File: config.mk
export PLATFORM = sky130hd
export DESIGN_NAME = pwm_duty_ramp_ctrl
export DESIGN_NICKNAME = d
export VERILOG_FILES = /design/src/rtl/pwm_duty_ramp_ctrl.sv
export SDC_FILE = /design/constraint.sdc
export NUM_CORES = 1
export LEC_CHECK = 0
export CAP_MARGIN = 20
export CORE_UTILIZATION = 60
export CTS_CLUSTER_SIZE = 12
export DETAILED_ROUTE_END_ITERATION = 7
export GPL_TIMING_DRIVEN = 0
export PLACE_DENSITY = 0.83
export SLEW_MARGIN = 20
export SYNTH_ARGS = -nofsm -noshare
export SYNTH_HDL_FRONTEND = slang
export SYNTH_SLANG_ARGS = --single-unit
File: constraint.sdc
create_clock -name clk -period 8.8 [get_ports clk]
set_input_delay 2.64 -clock clk [delete_from_list [all_inputs] [get_ports clk]]
set_output_delay 2.64 -clock clk [all_outputs]
set_load 0.05 [all_outputs]
File: src/rtl/pwm_duty_ramp_ctrl.sv
// Duty sequencer for a left/right PWM11 pair: slews each wheel's duty magnitude once per
// PWM period and inserts a ramp-to-zero plus dead-hold on every direction reversal.
module pwm_duty_ramp_ctrl #(
  parameter int unsigned PERIOD   = 2048,
  parameter int unsigned STEP     = 16,
  parameter int unsigned REV_HOLD = 4
) (
  input  logic        clk,
  input  logic        rst,
  input  logic        tgt_vld,
  input  logic [11:0] tgt_lft,
  input  logic [11:0] tgt_rght,
  output logic        tgt_rdy,
  output logic [10:0] lft_duty,
  output logic        lft_fwd,
  output logic [10:0] rght_duty,
  output logic        rght_fwd,
  output logic        period_strb,
  output logic        settled
);

  localparam int unsigned CW = $clog2(PERIOD);
  localparam int unsigned HW = $clog2(REV_HOLD + 1);
  localparam int unsigned DW = 11;
  localparam logic [DW:0] STEP_W = (DW+1)'(STEP);

  typedef enum logic [1:0] {IDLE, RAMP, DECEL, HOLD} state_t;

  logic [CW-1:0] cnt_q, cnt_d;
  logic          strb_d;
  logic          rdy_d, settled_d, cap;

  // Index 0 = left channel, 1 = right channel.
  state_t        state_q [2];
  state_t        state_d [2];
  logic [DW-1:0] duty_q  [2];
  logic [DW-1:0] duty_d  [2];
  logic          fwd_q   [2];
  logic          fwd_d   [2];
  logic [HW-1:0] hold_q  [2];
  logic [HW-1:0] hold_d  [2];
  logic [DW-1:0] mag_q   [2];
  logic [DW-1:0] mag_d   [2];
  logic          dir_q   [2];
  logic          dir_d   [2];
  logic [DW-1:0] dec     [2];

  // |t| clipped to 2047, so -2048 maps to full scale rather than wrapping.
  function automatic logic [DW-1:0] tgt_mag(input logic [11:0] t);
    logic [11:0] a;
    a = t[11] ? 12'(~t + 12'd1) : t;
    return (a > 12'd2047) ? 11'd2047 : a[DW-1:0];
  endfunction

  function automatic logic [DW-1:0] ramp(input logic [DW-1:0] cur, input logic [DW-1:0] tgt);
    logic [DW:0] c, m;
    c = {1'b0, cur};
    m = {1'b0, tgt};
    if (c > m) return ((c - m) <= STEP_W) ? tgt : DW'(c - STEP_W);
    else       return ((m - c) <= STEP_W) ? tgt : DW'(c + STEP_W);
  endfunction

  always_ff @(posedge clk or posedge rst) begin
    if (rst) begin
      cnt_q       <= '0;
      period_strb <= 1'b0;
      tgt_rdy     <= 1'b1;
      settled     <= 1'b1;
      for (int i = 0; i < 2; i++) begin
        state_q[i] <= IDLE;
        duty_q[i]  <= '0;
        fwd_q[i]   <= 1'b1;
        hold_q[i]  <= '0;
        mag_q[i]   <= '0;
        dir_q[i]   <= 1'b1;
      end
    end else begin
      cnt_q       <= cnt_d;
      period_strb <= strb_d;
      tgt_rdy     <= rdy_d;
      settled     <= settled_d;
      for (int i = 0; i < 2; i++) begin
        state_q[i] <= state_d[i];
        duty_q[i]  <= duty_d[i];
        fwd_q[i]   <= fwd_d[i];
        hold_q[i]  <= hold_d[i];
        mag_q[i]   <= mag_d[i];
        dir_q[i]   <= dir_d[i];
      end
    end
  end

  always_comb begin
    cnt_d  = (cnt_q == CW'(PERIOD - 1)) ? '0 : cnt_q + CW'(1);
    // Registered, so it is high exactly while cnt_q == PERIOD-1.
    strb_d = (cnt_q == CW'(PERIOD - 2));
    cap    = tgt_vld & tgt_rdy;

    for (int i = 0; i < 2; i++) begin
      state_d[i] = state_q[i];
      duty_d[i]  = duty_q[i];
      fwd_d[i]   = fwd_q[i];
      hold_d[i]  = hold_q[i];
      mag_d[i]   = mag_q[i];
      dir_d[i]   = dir_q[i];
      dec[i]     = ({1'b0, duty_q[i]} > STEP_W) ? DW'({1'b0, duty_q[i]} - STEP_W) : '0;
    end

    if (cap) begin
      mag_d[0] = tgt_mag(tgt_lft);
      dir_d[0] = ~tgt_lft[11];
      mag_d[1] = tgt_mag(tgt_rght);
      dir_d[1] = ~tgt_rght[11];
    end

    // Channel FSMs step only at the period boundary, on the previously stored target.
    if (period_strb) begin
      for (int i = 0; i < 2; i++) begin
        case (state_q[i])
          IDLE, RAMP: begin
            if (mag_q[i] == '0 || dir_q[i] == fwd_q[i]) begin
              duty_d[i]  = ramp(duty_q[i], mag_q[i]);
              state_d[i] = (duty_d[i] == mag_q[i]) ? IDLE : RAMP;
            end else if (duty_q[i] == '0) begin
              fwd_d[i]   = ~fwd_q[i];
              duty_d[i]  = ramp('0, mag_q[i]);
              state_d[i] = (duty_d[i] == mag_q[i]) ? IDLE : RAMP;
            end else begin
              state_d[i] = DECEL;
            end
          end
          DECEL: begin
            if (mag_q[i] == '0 || dir_q[i] == fwd_q[i]) begin
              duty_d[i]  = ramp(duty_q[i], mag_q[i]);
              state_d[i] = (duty_d[i] == mag_q[i]) ? IDLE : RAMP;
            end else begin
              duty_d[i] = dec[i];
              if (dec[i] == '0) begin
                state_d[i] = HOLD;
                hold_d[i]  = HW'(REV_HOLD);
              end
            end
          end
          HOLD: begin
            duty_d[i] = '0;
            hold_d[i] = hold_q[i] - HW'(1);
            if (hold_d[i] == '0) begin
              fwd_d[i]   = ~fwd_q[i];
              state_d[i] = RAMP;
            end
          end
          default: state_d[i] = IDLE;
        endcase
      end
    end

    rdy_d     = !(state_d[0] == HOLD || state_d[1] == HOLD);
    settled_d = 1'b1;
    for (int i = 0; i < 2; i++) begin
      if (!(state_d[i] == IDLE && duty_d[i] == mag_d[i] &&
            (fwd_d[i] == dir_d[i] || mag_d[i] == '0)))
        settled_d = 1'b0;
    end
  end

  assign lft_duty  = duty_q[0];
  assign lft_fwd   = fwd_q[0];
  assign rght_duty = duty_q[1];
  assign rght_fwd  = fwd_q[1];

endmodule

---- After elaboration in Yosys (flattened, before gate mapping) ----
Cells that the tools add are included.
storage, ports and cells
  flip-flop bits (word level) ............. 72
  input bits .............................. 27
  output and inout bits ................... 27
  word-level logic and storage cells ...... 184
operators by class
  add/subtract/negate cells ............... 13
  order comparisons ....................... 12
  equal/unequal tests ..................... 26
  muxes and demuxes ....................... 80
  bitwise operators ....................... 7
  reductions and logical operators ........ 30
operators with widths
  cell                                                                               count
  11-bit 2-to-1 mux                                                                  37
  11-bit == test                                                                     8
  11-bit zero test                                                                   8
  11-bit case mux with 3 select lines                                                2
  12-bit by 5-bit <= comparator with 1-bit output, second input constant             4
  11-bit by 11-bit subtractor with 12-bit output                                     4
  22-bit 2-to-1 mux                                                                  2
  12-bit by 1-bit adder with 12-bit output, second input constant                    2
  12-bit by 11-bit greater-than comparator with 1-bit output, second input constant  2
  12-bit 2-to-1 mux                                                                  2
  2-bit 2-to-1 mux                                                                   12
  12-bit NOT                                                                         2
  11-bit by 5-bit adder with 11-bit output, second input constant                    2
  11-bit == test, second input constant                                              2
  11-bit greater-than comparator                                                     2
  11-bit by 5-bit greater-than comparator with 1-bit output, second input constant   2
  11-bit by 5-bit <= comparator with 1-bit output, second input constant             2
  11-bit by 5-bit subtractor with 11-bit output, second input constant               2
  1-bit 2-to-1 mux                                                                   14
  2-bit == test, second input constant                                               6
  3-bit 2-to-1 mux                                                                   4
  2-bit case mux with 3 select lines                                                 2
  3-bit case mux with 2 select lines                                                 2
  11-bit by 1-bit adder with 11-bit output, second input constant                    1
  16 further kinds                                                                   42

---- Depth between registers and ports, before layout ----
Gate-level depths: netlist of run 1.
  depth after elaboration ................. 17
  mapped depth ............................ 18

---- Worst setup path before layout of run 1 ----
Ideal clock, no wire load.
  kind .................................... input -> register
  start point ............................. input port tgt_rght[0]
  end point ............................... register settled
  library setup time ...................... 62 ps
  data arrival time ....................... 5878 ps
  required time ........................... 8738 ps
  path slack .............................. 2859 ps
  stages .................................. 14
  path through ............................ inv_1 > ha_1 > or4b_4 > or4_1 > nor3_2 > o31ai_2 > or4_1 > o31ai_1 > o2111a_1 > o2111ai_1 > nor3_1 > o2111ai_1 > a2111oi_2 > o2111a_1
RTL lines
  element               line  RTL
  from (decl)           12    input logic [11:0] tgt_rght,
  to (signal assigned)  81    settled <= settled_d;
  to (decl)             19    output logic settled

==> impl_metrics.prom, run 1 <==
# TYPE chip_impl_metric gauge
chip_impl_metric{name="synthesis.area_per_instance",unit="um2"} 7.40
chip_impl_metric{name="p_sw",unit="uW"} 434
chip_impl_metric{name="timing.fmax",unit="MHz"} 134
chip_impl_metric{name="ctsResizeCount",unit=""} 0
chip_impl_metric{name="highest_net_fanout_along_the_worst_path",unit=""} 7
chip_impl_metric{name="timing.clock.skew",unit="ns"} 0.0123
chip_impl_metric{name="synth-edff-count",unit=""} 0
chip_impl_metric{name="final.period_utilization",unit="%"} 85.0
chip_impl_metric{name="cts_hold_buffers",unit=""} 0
chip_impl_metric{name="via_count_of_the_first_global_routing_pass",unit=""} 9630
chip_impl_metric{name="finalHoldViolations",unit=""} 0
chip_impl_metric{name="antenna_left",unit=""} 0
chip_impl_metric{name="gr-usage-all-layers",unit="%"} 43.4
chip_impl_info{name="hold_path.class",value="reg2reg"} 1
chip_impl_metric{name="global_route_wire_length_before_repair",unit="um"} 53700
chip_impl_metric{name="cap_viol_max_count",unit=""} 0
chip_impl_metric{name="fin_setup_tns",unit="ns"} 0
chip_impl_metric{name="required",unit="ns"} 9.09
chip_impl_info{name="worstHoldEndpoint",value="cnt_q[8]$_DFF_PP0_"} 1
chip_impl_metric{name="die_height",unit="um"} 126
chip_impl_metric{name="pin_count_of_the_biggest_net_entering_global_routing",unit=""} 53
chip_impl_info{name="regToRegEndpoint",value="settled$_DFF_PP1_"} 1
chip_impl_metric{name="path_clk_slew",unit="ns"} 0.07
chip_impl_metric{name="drt-pass1-iter-count",unit=""} 8
chip_impl_metric{name="drtIter0Drc",unit=""} 1608
chip_impl_metric{name="fp.coreArea",unit="um2"} 15100
chip_impl_metric{name="detailed_place_hpwl",unit="um"} 26700
chip_impl_metric{name="sequential_cell_area",unit="um2"} 1810
chip_impl_metric{name="post_drt_via_cell_ratio",unit=""} 7.10
chip_impl_info{name="post-synth-top-count-cell",value="sky130_fd_sc_hd__nand2_1"} 1
chip_impl_info{name="tritoncts_clock_tree",value="built"} 1
chip_impl_metric{name="rr_worst_depth",unit=""} 17
chip_impl_info{name="synth_ff_type",value="sky130_fd_sc_hd__dfrtp_1"} 1
chip_impl_info{name="rsz0062_at_grt",value="false"} 1
chip_impl_metric{name="areaGrowthSynthToFinish",unit="%"} 11.3
chip_impl_info{name="synth.area.top_cells",value="sky130_fd_sc_hd__dfrtp_1 (18%), sky130_fd_sc_hd__ha_1 (7.8%), sky130_fd_sc_hd__xnor2_1 (6.4%), sky130_fd_sc_hd__a21oi_1 (4.9%), sky130_fd_sc_hd__nand2_1 (4.5%)"} 1
chip_impl_metric{name="cts.sink_count",unit=""} 72
chip_impl_info{name="yosys.area.top_type",value="sky130_fd_sc_hd__dfrtp_1"} 1
chip_impl_metric{name="cell_area_synth",unit="um2"} 9280
chip_impl_metric{name="layout_setup_ws",unit="ns"} 1.32
chip_impl_metric{name="insertedDiodeCount",unit=""} 0
chip_impl_metric{name="antenna_found_initial",unit=""} 0
chip_impl_metric{name="power.sequential.fraction",unit="%"} 33.7
chip_impl_info{name="rr_startpoint",value="lft_duty[4]$_DFF_PP0_"} 1
chip_impl_metric{name="nets",unit=""} 1401
chip_impl_metric{name="route.final.wire_length",unit="um"} 34400
chip_impl_metric{name="boundaryPins",unit=""} 54
chip_impl_metric{name="drcViolationCount",unit=""} 0
chip_impl_metric{name="dieArea",unit="um2"} 16000
chip_impl_info{name="critPathCaptureType",value="register"} 1
chip_impl_metric{name="tritoncts.num_buffers",unit=""} 9
chip_impl_metric{name="overflow",unit=""} 0
chip_impl_metric{name="synth.top_cell.area_share",unit="%"} 17.8
chip_impl_metric{name="avgRoutedWirePerCell",unit="um"} 22.8
chip_impl_info{name="timing.critical_path.from_type",value="input pin"} 1
chip_impl_metric{name="fill_count",unit=""} 1358
chip_impl_metric{name="ir_worst_vdd",unit="uV"} 119
chip_impl_info{name="worst_hold_start",value="cnt_q[8]$_DFF_PP0_"} 1
chip_impl_metric{name="worst_pin_slew",unit="ns"} 1.02
chip_impl_metric{name="int_power",unit="uW"} 675
chip_impl_metric{name="multi_input_area",unit="um2"} 6850
chip_impl_metric{name="timing.final.crit_period",unit="ns"} 7.48
chip_impl_metric{name="power.static_leakage",unit="uW"} 0.00409
chip_impl_metric{name="postSynthCellCount",unit=""} 1254
chip_impl_metric{name="whs_path_depth",unit=""} 1
chip_impl_metric{name="share_comb_of_total_power",unit="%"} 33.4
chip_impl_metric{name="pwr-share-clk",unit="%"} 32.9
chip_impl_metric{name="final_setup_violations",unit=""} 0
chip_impl_metric{name="worst_slew_margin_rel",unit="%"} 30.8
chip_impl_metric{name="post_route_cells_drive_above_1_share",unit="%"} 6.51
chip_impl_metric{name="yosysSeqAreaShare",unit="%"} 19.5
chip_impl_metric{name="initial_core_util",unit="%"} 61.3
chip_impl_metric{name="htreeDepth",unit=""} 3
chip_impl_metric{name="rows",unit=""} 45
chip_impl_metric{name="worst_skew_pair.late_latency",unit="ns"} 0.36
chip_impl_metric{name="async_reset_ff_share",unit="%"} 100
chip_impl_metric{name="swShare",unit="%"} 39.1
chip_impl_metric{name="postCtsSetupRepairBufs",unit=""} 0
chip_impl_info{name="synth.cells.most_frequent",value="sky130_fd_sc_hd__nand2_1 (112), sky130_fd_sc_hd__nor2_1 (95), sky130_fd_sc_hd__a21oi_1 (91)"} 1
chip_impl_info{name="run_status",value="finished clean"} 1
chip_impl_metric{name="worst_setup_slack_for_register_to_register_paths",unit="ns"} 3.10
chip_impl_metric{name="ys_seq_elements",unit=""} 72
chip_impl_info{name="cts_root_buf",value="sky130_fd_sc_hd__clkbuf_16"} 1
chip_impl_metric{name="power_density",unit="nW/um2"} 107
chip_impl_metric{name="dpl_worst_slack",unit="ns"} 1.22
chip_impl_metric{name="fp.dieW",unit="um"} 126
chip_impl_metric{name="synth.lib_cells_used.distinct",unit=""} 92
chip_impl_metric{name="timing.critical_path.arrival",unit="ns"} 7.77
chip_impl_metric{name="globalplace.congestion",unit=""} 1.05
chip_impl_metric{name="synth_warnings",unit=""} 0
chip_impl_metric{name="clockBufferDepth",unit=""} 2
chip_impl_metric{name="synthesis.nets",unit=""} 1339
chip_impl_info{name="category_of_the_most_critical_setup_path",value="in2reg"} 1
chip_impl_metric{name="routed-via-count",unit=""} 10718
chip_impl_metric{name="io_buf_count",unit=""} 50
chip_impl_metric{name="drv_slew",unit=""} 0
-- logic make-up after synthesis --
group / share of synthesized area (%)
fa+ha+maj: 7.82
mux: 2.36
xor+xnor: 8.40
simple gates: 24.0
compound gates: 31.2
buf+inv: 6.71
flops: 19.5
-- worst max path at each step --
stage                     start                end  slack, ns  depth (start not counted)
floorplan           tgt_rght[0]  settled$_DFF_PP1_       2.86                         14
global placement    tgt_rght[0]  settled$_DFF_PP1_       1.21                         16
detailed placement  tgt_rght[0]  settled$_DFF_PP1_       1.22                         16
CTS                 tgt_rght[0]  settled$_DFF_PP1_       1.54                         16
global route        tgt_rght[0]  settled$_DFF_PP1_       1.25                         16
finish              tgt_rght[0]  settled$_DFF_PP1_       1.32                         16
-- final cells by class --
type	instances	share of cell area [%]
clock inverter	7	0.593
clock buffer	9	2.18
multi-input combinational	1022	66.3
inverter	87	3.18
tap	188	2.28
sequential	72	17.5
timing repair buffer	51	5.11
buffer	73	2.87
-- sequential cells by signal (all words and copies together) (netlist names) --
name,count
mag_q,22
period_strb,1
cnt_q,11
state_q,4
tgt_rdy,1
rght_fwd,1
hold_q,6
lft_fwd,1
dir_q,2
lft_duty,11
settled,1
rght_duty,11
-- per-layer routing --
layer | vias up | global-route usage, % | share of wire [%]
met3 | 118 | 13.1 | 13
met4 | 0 | 15.2 | 3.6
met5 | - | 0 | 0
li1 | 4805 | - | -
met2 | 767 | 64.7 | 42
met1 | 5028 | 59.4 | 42
-- power by group through the flow --
stage	Sequential, uW	Combinational (uW)	Clock [uW]
6_report	374	370	365
5_1_grt	374	400	377
4_1_cts	371	358	364
3_5_place_dp	377	355	0
3_3_place_gp	377	351	0
2_1_floorplan	364	260	0
-- stage by stage --
stage                     instances  utilization [%]  cell area (um2)  total power, uW  hold WS (ns)
final                          1509             68.2            10300             1110         0.477
after global routing           1509             68.2            10300             1150         0.495
after CTS                      1509             68.2            10300             1090         0.480
after detailed placement       1493             66.3            10000              733         0.467
after global placement         1492             66.1            10000              728         0.462
after floorplan                1254                -             9280              624         0.445
-- worst max-delay path, stage by stage --
cell                              delay, ns
sky130_fd_sc_hd__clkdlybuf4s50_1       0.47
sky130_fd_sc_hd__inv_1                 0.16
sky130_fd_sc_hd__ha_1                  0.22
sky130_fd_sc_hd__or4b_4                0.52
sky130_fd_sc_hd__or4_1                 0.47
sky130_fd_sc_hd__a21o_1                0.19
sky130_fd_sc_hd__o31ai_2               0.57
sky130_fd_sc_hd__nor2_1                0.14
sky130_fd_sc_hd__nand2_1               0.17
sky130_fd_sc_hd__nor4_1                0.11
sky130_fd_sc_hd__a2111oi_0             0.81
sky130_fd_sc_hd__o2111ai_1             0.22
sky130_fd_sc_hd__nor3_1                0.27
sky130_fd_sc_hd__o2111ai_1             0.21
sky130_fd_sc_hd__a2111oi_2             0.36
sky130_fd_sc_hd__o2111a_1              0.26
-- layout by cell type, fill, tap and decap left out, drive strengths merged, types with 18 or more instances in the layout --
cell type	n
clkdlybuf4s50	50
buf	25
dfrtp	66
xor2	21
inv	88
nor4	24
nor2	95
nand3	52
xnor2	68
nand2	112
nor3	41
o21ai	83
a21oi	92
a21o	23
a211oi	18
ha	58
clkbuf	58
a31oi	21
No activity file was read; power rests on OpenSTA's default activity.
==> inputs of run 2 (changes only) <==
- SLEW_MARGIN: 20 -> 10
- clock period: 8.8 -> 8.5 ns (I/O delays scaled with it)
==> impl_metrics.prom, run 2 (synthesized netlist as in run 1, its figures left out) <==
# TYPE chip_impl_metric gauge
chip_impl_metric{name="gr-usage-all-layers",unit="%"} 44.0
chip_impl_info{name="run_status",value="finished with violations"} 1
chip_impl_metric{name="power.sequential.fraction",unit="%"} 32.2
chip_impl_metric{name="finalHoldViolations",unit=""} 0
chip_impl_metric{name="htreeDepth",unit=""} 3
chip_impl_info{name="mostFrequentLayoutCell",value="sky130_fd_sc_hd__nand2_1"} 1
chip_impl_metric{name="avgRoutedWirePerCell",unit="um"} 22.8
chip_impl_metric{name="drt-pass1-iter-count",unit=""} 8
chip_impl_info{name="timing.critical_path.from_type",value="input pin"} 1
chip_impl_metric{name="final.period_utilization",unit="%"} 85.9
chip_impl_metric{name="cts_hold_buffers",unit=""} 0
chip_impl_metric{name="postCtsSetupRepairBufs",unit=""} 0
chip_impl_metric{name="clockBufferDepth",unit=""} 2
chip_impl_metric{name="pin_count_of_the_biggest_net_entering_global_routing",unit=""} 64
chip_impl_metric{name="final_setup_violations",unit=""} 0
chip_impl_metric{name="required",unit="ns"} 8.78
chip_impl_metric{name="path_clk_slew",unit="ns"} 0.06
chip_impl_metric{name="timing.critical_path.arrival",unit="ns"} 7.59
chip_impl_metric{name="p_sw",unit="uW"} 446
chip_impl_metric{name="highest_net_fanout_along_the_worst_path",unit=""} 7
chip_impl_info{name="failed_checks",value="design-rule violations"} 1
chip_impl_info{name="rsz0062_at_grt",value="false"} 1
chip_impl_metric{name="report.power.total",unit="uW"} 1200
chip_impl_metric{name="boundaryPins",unit=""} 54
chip_impl_metric{name="fin_setup_tns",unit="ns"} 0
chip_impl_metric{name="fill_count",unit=""} 1358
chip_impl_metric{name="ctsResizeCount",unit=""} 0
chip_impl_metric{name="fp.dieW",unit="um"} 126
chip_impl_metric{name="power_density",unit="nW/um2"} 116
chip_impl_metric{name="share_comb_of_total_power",unit="%"} 31.9
chip_impl_metric{name="worst_skew_pair.late_latency",unit="ns"} 0.36
chip_impl_metric{name="detailed_place_hpwl",unit="um"} 26700
chip_impl_metric{name="route.final.wire_length",unit="um"} 34400
chip_impl_metric{name="worst_pin_slew",unit="ns"} 1.04
chip_impl_info{name="tritoncts_clock_tree",value="built"} 1
chip_impl_metric{name="swShare",unit="%"} 37.1
chip_impl_info{name="category_of_the_most_critical_setup_path",value="in2reg"} 1
chip_impl_metric{name="antenna_found_initial",unit=""} 0
chip_impl_metric{name="tritoncts.num_buffers",unit=""} 9
chip_impl_metric{name="number_of_flip_flops_under_the_largest_register_name",unit=""} 22
chip_impl_info{name="hold_path.class",value="reg2reg"} 1
chip_impl_metric{name="initial_core_util",unit="%"} 61.3
chip_impl_metric{name="cts.sink_count",unit=""} 72
chip_impl_metric{name="timing.final.crit_period",unit="ns"} 7.30
chip_impl_info{name="critPathCaptureType",value="register"} 1
chip_impl_metric{name="dieArea",unit="um2"} 16000
chip_impl_metric{name="drcViolationCount",unit=""} 3
chip_impl_metric{name="via_count_of_the_first_global_routing_pass",unit=""} 9874
chip_impl_metric{name="areaGrowthSynthToFinish",unit="%"} 11.8
chip_impl_metric{name="nets",unit=""} 1401
chip_impl_metric{name="fp.coreArea",unit="um2"} 15100
chip_impl_metric{name="place_inst",unit=""} 1493
chip_impl_info{name="cts_root_buf",value="sky130_fd_sc_hd__clkbuf_16"} 1
chip_impl_metric{name="worst_slew_margin_rel",unit="%"} 29.8
chip_impl_metric{name="io_buf_count",unit=""} 50
chip_impl_metric{name="post_route_cells_drive_above_1_share",unit="%"} 6.51
chip_impl_metric{name="final_cells",unit=""} 1509
chip_impl_metric{name="utilization_after_layout",unit="%"} 68.5
chip_impl_metric{name="pwr-share-clk",unit="%"} 35.9
chip_impl_metric{name="timing.clock.skew",unit="ns"} 0.0188
chip_impl_metric{name="hold-worst-slack",unit="ns"} 0.473
chip_impl_metric{name="int_power",unit="uW"} 758
chip_impl_metric{name="cap_viol_max_count",unit=""} 0
chip_impl_metric{name="overflow",unit=""} 0
chip_impl_metric{name="die_height",unit="um"} 126
chip_impl_metric{name="antenna_left",unit=""} 0
chip_impl_metric{name="global_route_wire_length_before_repair",unit="um"} 54600
chip_impl_info{name="commonest_cells_after_routing_fill_and_taps_aside",value="sky130_fd_sc_hd__nand2_1 (112), sky130_fd_sc_hd__nor2_1 (95), sky130_fd_sc_hd__a21oi_1 (91)"} 1
chip_impl_metric{name="globalplace.congestion",unit=""} 1.05
chip_impl_metric{name="power.static_leakage",unit="uW"} 0.00412
chip_impl_metric{name="timing.fmax",unit="MHz"} 137
chip_impl_metric{name="post_drt_via_cell_ratio",unit=""} 7.13
chip_impl_metric{name="drtIter0Drc",unit=""} 1482
chip_impl_metric{name="rows",unit=""} 45
chip_impl_metric{name="drv_slew",unit=""} 0
chip_impl_metric{name="routed-via-count",unit=""} 10755
chip_impl_metric{name="insertedDiodeCount",unit=""} 0
chip_impl_info{name="registers.top_by_ff_count",value="mag_q"} 1
chip_impl_metric{name="ir_worst_vdd",unit="uV"} 104
==> run 2: critical path, cell delays in order <==
cell	delay (ns)
sky130_fd_sc_hd__clkdlybuf4s50_1	0.46
sky130_fd_sc_hd__inv_1	0.16
sky130_fd_sc_hd__ha_1	0.21
sky130_fd_sc_hd__or4b_4	0.52
sky130_fd_sc_hd__or4_1	0.46
sky130_fd_sc_hd__a21o_1	0.19
sky130_fd_sc_hd__o31ai_2	0.53
sky130_fd_sc_hd__nor2_1	0.12
sky130_fd_sc_hd__nand2_1	0.17
sky130_fd_sc_hd__nor4_1	0.10
sky130_fd_sc_hd__a2111oi_0	0.82
sky130_fd_sc_hd__o2111ai_1	0.22
sky130_fd_sc_hd__nor3_1	0.26
sky130_fd_sc_hd__o2111ai_1	0.21
sky130_fd_sc_hd__a2111oi_2	0.36
sky130_fd_sc_hd__o2111a_1	0.25
==> run 2: area by class of cell <==
class,instances,area (um2),area share (%)
clock inverters,7,103,0.989
plain buffers,73,297,2.86
repair buffers,51,528,5.09
clock buffers,9,225,2.17
multi-input cells,1022,6850,66.0
flip-flops and latches,72,1810,17.4
inverters,87,329,3.17
well taps,188,235,2.27
==> run 2: worst paths after layout <==
check	cells past startpoint	endpoint	slack, ns	start
setup reg to reg	17	settled$_DFF_PP1_	2.71	lft_duty[4]$_DFF_PP0_
hold reg to reg	1	cnt_q[8]$_DFF_PP0_	0.47	cnt_q[8]$_DFF_PP0_
max in group asynchronous	3	lft_fwd$_DFF_PP1_	5.47	rst
min in group asynchronous	2	mag_q[13]$_DFF_PP0_	2.44	rst
setup / recovery	16	settled$_DFF_PP1_	1.20	tgt_rght[0]
hold / removal	1	cnt_q[8]$_DFF_PP0_	0.47	cnt_q[8]$_DFF_PP0_
==> run 2: per-stage QoR <==
stage                     setup WS (ns)  instance area [um2]
final                              1.20                10400
after global routing               1.05                10400
after CTS                          1.39                10400
after detailed placement           1.06                10000
after global placement             1.00                10000
after floorplan                    2.65                 9280
==> run 2: power groups by stage <==
stage / combinational [uW] / clock, uW / sequential, uW
after floorplan: 269 / 0 / 377
after global placement: 363 / 0 / 390
after detailed placement: 369 / 0 / 391
after CTS: 372 / 430 / 384
after global routing: 416 / 445 / 388
final: 385 / 432 / 387
==> run 2: layer usage <==
metal  GRT usage, %  up-vias  share of wire (%)
li1               -     4809                  -
met1           60.7     5044                 41
met2           65.9      773                 42
met3           11.6      127                 13
met4           15.5        2                3.8
met5           1.86        -               0.10
==> inputs of run 3 (changes only) <==
- REMOVE_ABC_BUFFERS: not set -> 1
- SKIP_CTS_REPAIR_TIMING: not set -> 1
==> impl_metrics.prom, run 3 (synthesized netlist as in run 1, its figures left out) <==
# TYPE chip_impl_metric gauge
chip_impl_info{name="run_status",value="finished clean"} 1
chip_impl_metric{name="cts.sink_count",unit=""} 72
chip_impl_metric{name="post_route_cells_drive_above_1_share",unit="%"} 6.14
chip_impl_metric{name="antenna_left",unit=""} 0
chip_impl_info{name="hold_path.class",value="reg2reg"} 1
chip_impl_metric{name="drtIter0Drc",unit=""} 1710
chip_impl_metric{name="final.period_utilization",unit="%"} 84.6
chip_impl_metric{name="insertedDiodeCount",unit=""} 0
chip_impl_metric{name="worst_slew_margin_rel",unit="%"} 38.7
chip_impl_metric{name="timing.fmax",unit="MHz"} 139
chip_impl_metric{name="fp.coreArea",unit="um2"} 15100
chip_impl_metric{name="pin_count_of_the_biggest_net_entering_global_routing",unit=""} 67
chip_impl_info{name="cts_root_buf",value="sky130_fd_sc_hd__clkbuf_16"} 1
chip_impl_metric{name="globalplace.congestion",unit=""} 1.00
chip_impl_metric{name="cap_viol_max_count",unit=""} 0
chip_impl_metric{name="rows",unit=""} 45
chip_impl_info{name="commonest_cells_after_routing_fill_and_taps_aside",value="sky130_fd_sc_hd__nand2_1 (112), sky130_fd_sc_hd__nor2_1 (95), sky130_fd_sc_hd__a21oi_1 (90)"} 1
chip_impl_metric{name="fin_setup_tns",unit="ns"} 0
chip_impl_metric{name="clockBufferDepth",unit=""} 2
chip_impl_metric{name="global_route_wire_length_before_repair",unit="um"} 50300
chip_impl_metric{name="power.static_leakage",unit="uW"} 0.00400
chip_impl_metric{name="met2_demand_to_capacity_share_in_global_routing",unit="%"} 56.3
chip_impl_metric{name="required",unit="ns"} 8.78
chip_impl_metric{name="io_buf_count",unit=""} 53
chip_impl_metric{name="boundaryPins",unit=""} 54
chip_impl_info{name="gr-max-usage-layer",value="met1"} 1
chip_impl_metric{name="post_drt_via_cell_ratio",unit=""} 7.07
chip_impl_metric{name="worst_skew_pair.late_latency",unit="ns"} 0.35
chip_impl_metric{name="number_of_flip_flops_under_the_largest_register_name",unit=""} 22
chip_impl_metric{name="fill_count",unit=""} 1292
chip_impl_metric{name="gr-usage-all-layers",unit="%"} 39.8
chip_impl_metric{name="htreeDepth",unit=""} 3
chip_impl_info{name="timing.critical_path.from_type",value="input pin"} 1
chip_impl_metric{name="initial_core_util",unit="%"} 61.3
chip_impl_metric{name="route.final.wire_length",unit="um"} 31500
chip_impl_metric{name="antenna_found_initial",unit=""} 0
chip_impl_metric{name="fp.dieW",unit="um"} 126
chip_impl_metric{name="dieArea",unit="um2"} 16000
chip_impl_metric{name="ir_worst_vdd",unit="uV"} 92.5
chip_impl_metric{name="detailed_place_hpwl",unit="um"} 23800
chip_impl_metric{name="die_height",unit="um"} 126
chip_impl_metric{name="finalHoldViolations",unit=""} 0
chip_impl_metric{name="final_setup_violations",unit=""} 0
chip_impl_metric{name="timing.final.crit_period",unit="ns"} 7.19
chip_impl_metric{name="drt-pass1-iter-count",unit=""} 8
chip_impl_metric{name="path_clk_slew",unit="ns"} 0.07
chip_impl_metric{name="grtUsageMet1",unit="%"} 59.6
chip_impl_metric{name="nets",unit=""} 1335
chip_impl_metric{name="via_count_of_the_first_global_routing_pass",unit=""} 9189
chip_impl_metric{name="timing.clock.skew",unit="ns"} 0.0100
chip_impl_metric{name="tritoncts.num_buffers",unit=""} 9
chip_impl_metric{name="utilization_after_layout",unit="%"} 67.0
chip_impl_metric{name="power_density",unit="nW/um2"} 112
chip_impl_metric{name="report.power.total",unit="uW"} 1130
chip_impl_metric{name="timing.critical_path.arrival",unit="ns"} 7.46
chip_impl_info{name="critPathCaptureType",value="register"} 1
chip_impl_metric{name="sequential_cell_area",unit="um2"} 1810
chip_impl_metric{name="areaGrowthSynthToFinish",unit="%"} 9.37
chip_impl_metric{name="routed-via-count",unit=""} 10201
chip_impl_metric{name="drcViolationCount",unit=""} 0
chip_impl_info{name="mostFrequentLayoutCell",value="sky130_fd_sc_hd__nand2_1"} 1
chip_impl_metric{name="highest_net_fanout_along_the_worst_path",unit=""} 7
chip_impl_info{name="rsz0062_at_grt",value="false"} 1
chip_impl_info{name="category_of_the_most_critical_setup_path",value="in2reg"} 1
chip_impl_metric{name="overflow",unit=""} 0
chip_impl_info{name="tritoncts_clock_tree",value="built"} 1
chip_impl_metric{name="worst_pin_slew",unit="ns"} 0.919
chip_impl_metric{name="drv_slew",unit=""} 0
chip_impl_metric{name="multi_input_area",unit="um2"} 6880
chip_impl_info{name="registers.top_by_ff_count",value="mag_q"} 1
chip_impl_metric{name="avgRoutedWirePerCell",unit="um"} 21.9
chip_impl_metric{name="grt.met3_usage",unit="%"} 9.32
[run 3: critical path, stage by stage]
cell                              delay [ns]
sky130_fd_sc_hd__clkdlybuf4s50_1        0.46
sky130_fd_sc_hd__inv_1                  0.16
sky130_fd_sc_hd__ha_1                   0.22
sky130_fd_sc_hd__or4b_4                 0.51
sky130_fd_sc_hd__or4_1                  0.46
sky130_fd_sc_hd__a21o_1                 0.19
sky130_fd_sc_hd__o31ai_2                0.48
sky130_fd_sc_hd__nor2_1                 0.11
sky130_fd_sc_hd__nand2_1                0.16
sky130_fd_sc_hd__nor4_1                 0.09
sky130_fd_sc_hd__a2111oi_0              0.60
sky130_fd_sc_hd__o2111ai_1              0.21
sky130_fd_sc_hd__nor3_1                 0.27
sky130_fd_sc_hd__o2111ai_1              0.20
sky130_fd_sc_hd__a2111oi_2              0.47
sky130_fd_sc_hd__o2111a_1               0.31
[run 3: where the power goes]
group          leakage, uW  switching, uW  internal [uW]
Combinational      0.00295            232            138
Sequential        0.000915           37.2            356
Clock             0.000140            168            204
Total              0.00400            437            698
[run 3: worst paths after layout]
kind	cells after the start	endpoint	slack, ns	startpoint
min in group asynchronous	2	lft_duty[5]$_DFF_PP0_	2.44	rst
max reg2reg	15	settled$_DFF_PP1_	2.42	lft_duty[4]$_DFF_PP0_
max	16	settled$_DFF_PP1_	1.31	tgt_rght[0]
max in group asynchronous	3	rght_fwd$_DFF_PP1_	5.46	rst
min	1	cnt_q[8]$_DFF_PP0_	0.48	cnt_q[8]$_DFF_PP0_
min reg2reg	1	cnt_q[8]$_DFF_PP0_	0.48	cnt_q[8]$_DFF_PP0_
[run 3: per-stage QoR]
stage	std cells	setup slack, ns	hold WS [ns]	instance area [um2]
global placement	1422	1.06	0.460	9750
detailed placement	1426	1.05	0.466	9840
CTS	1442	1.36	0.480	10100
finish	1443	1.31	0.478	10100
global route	1443	1.13	0.504	10100
floorplan	1181	2.64	0.445	8980
[run 3: area by class of cell]
| type | instances | share of cell area [%] |
|---|---|---|
| clock buffers | 9 | 2.22 |
| clock inverters | 7 | 0.641 |
| inverters | 87 | 3.24 |
| multi-input cells | 1022 | 67.8 |
| flip-flops and latches | 72 | 17.8 |
| well taps | 188 | 2.32 |
| repair buffers | 58 | 5.99 |
[run 3: layer usage]
layer | part of all wire [%] | vias to the layer above
li1 | - | 4665
met1 | 44 | 4750
met2 | 41 | 713
met3 | 12 | 73
met4 | 2.5 | 0
met5 | 0 | -
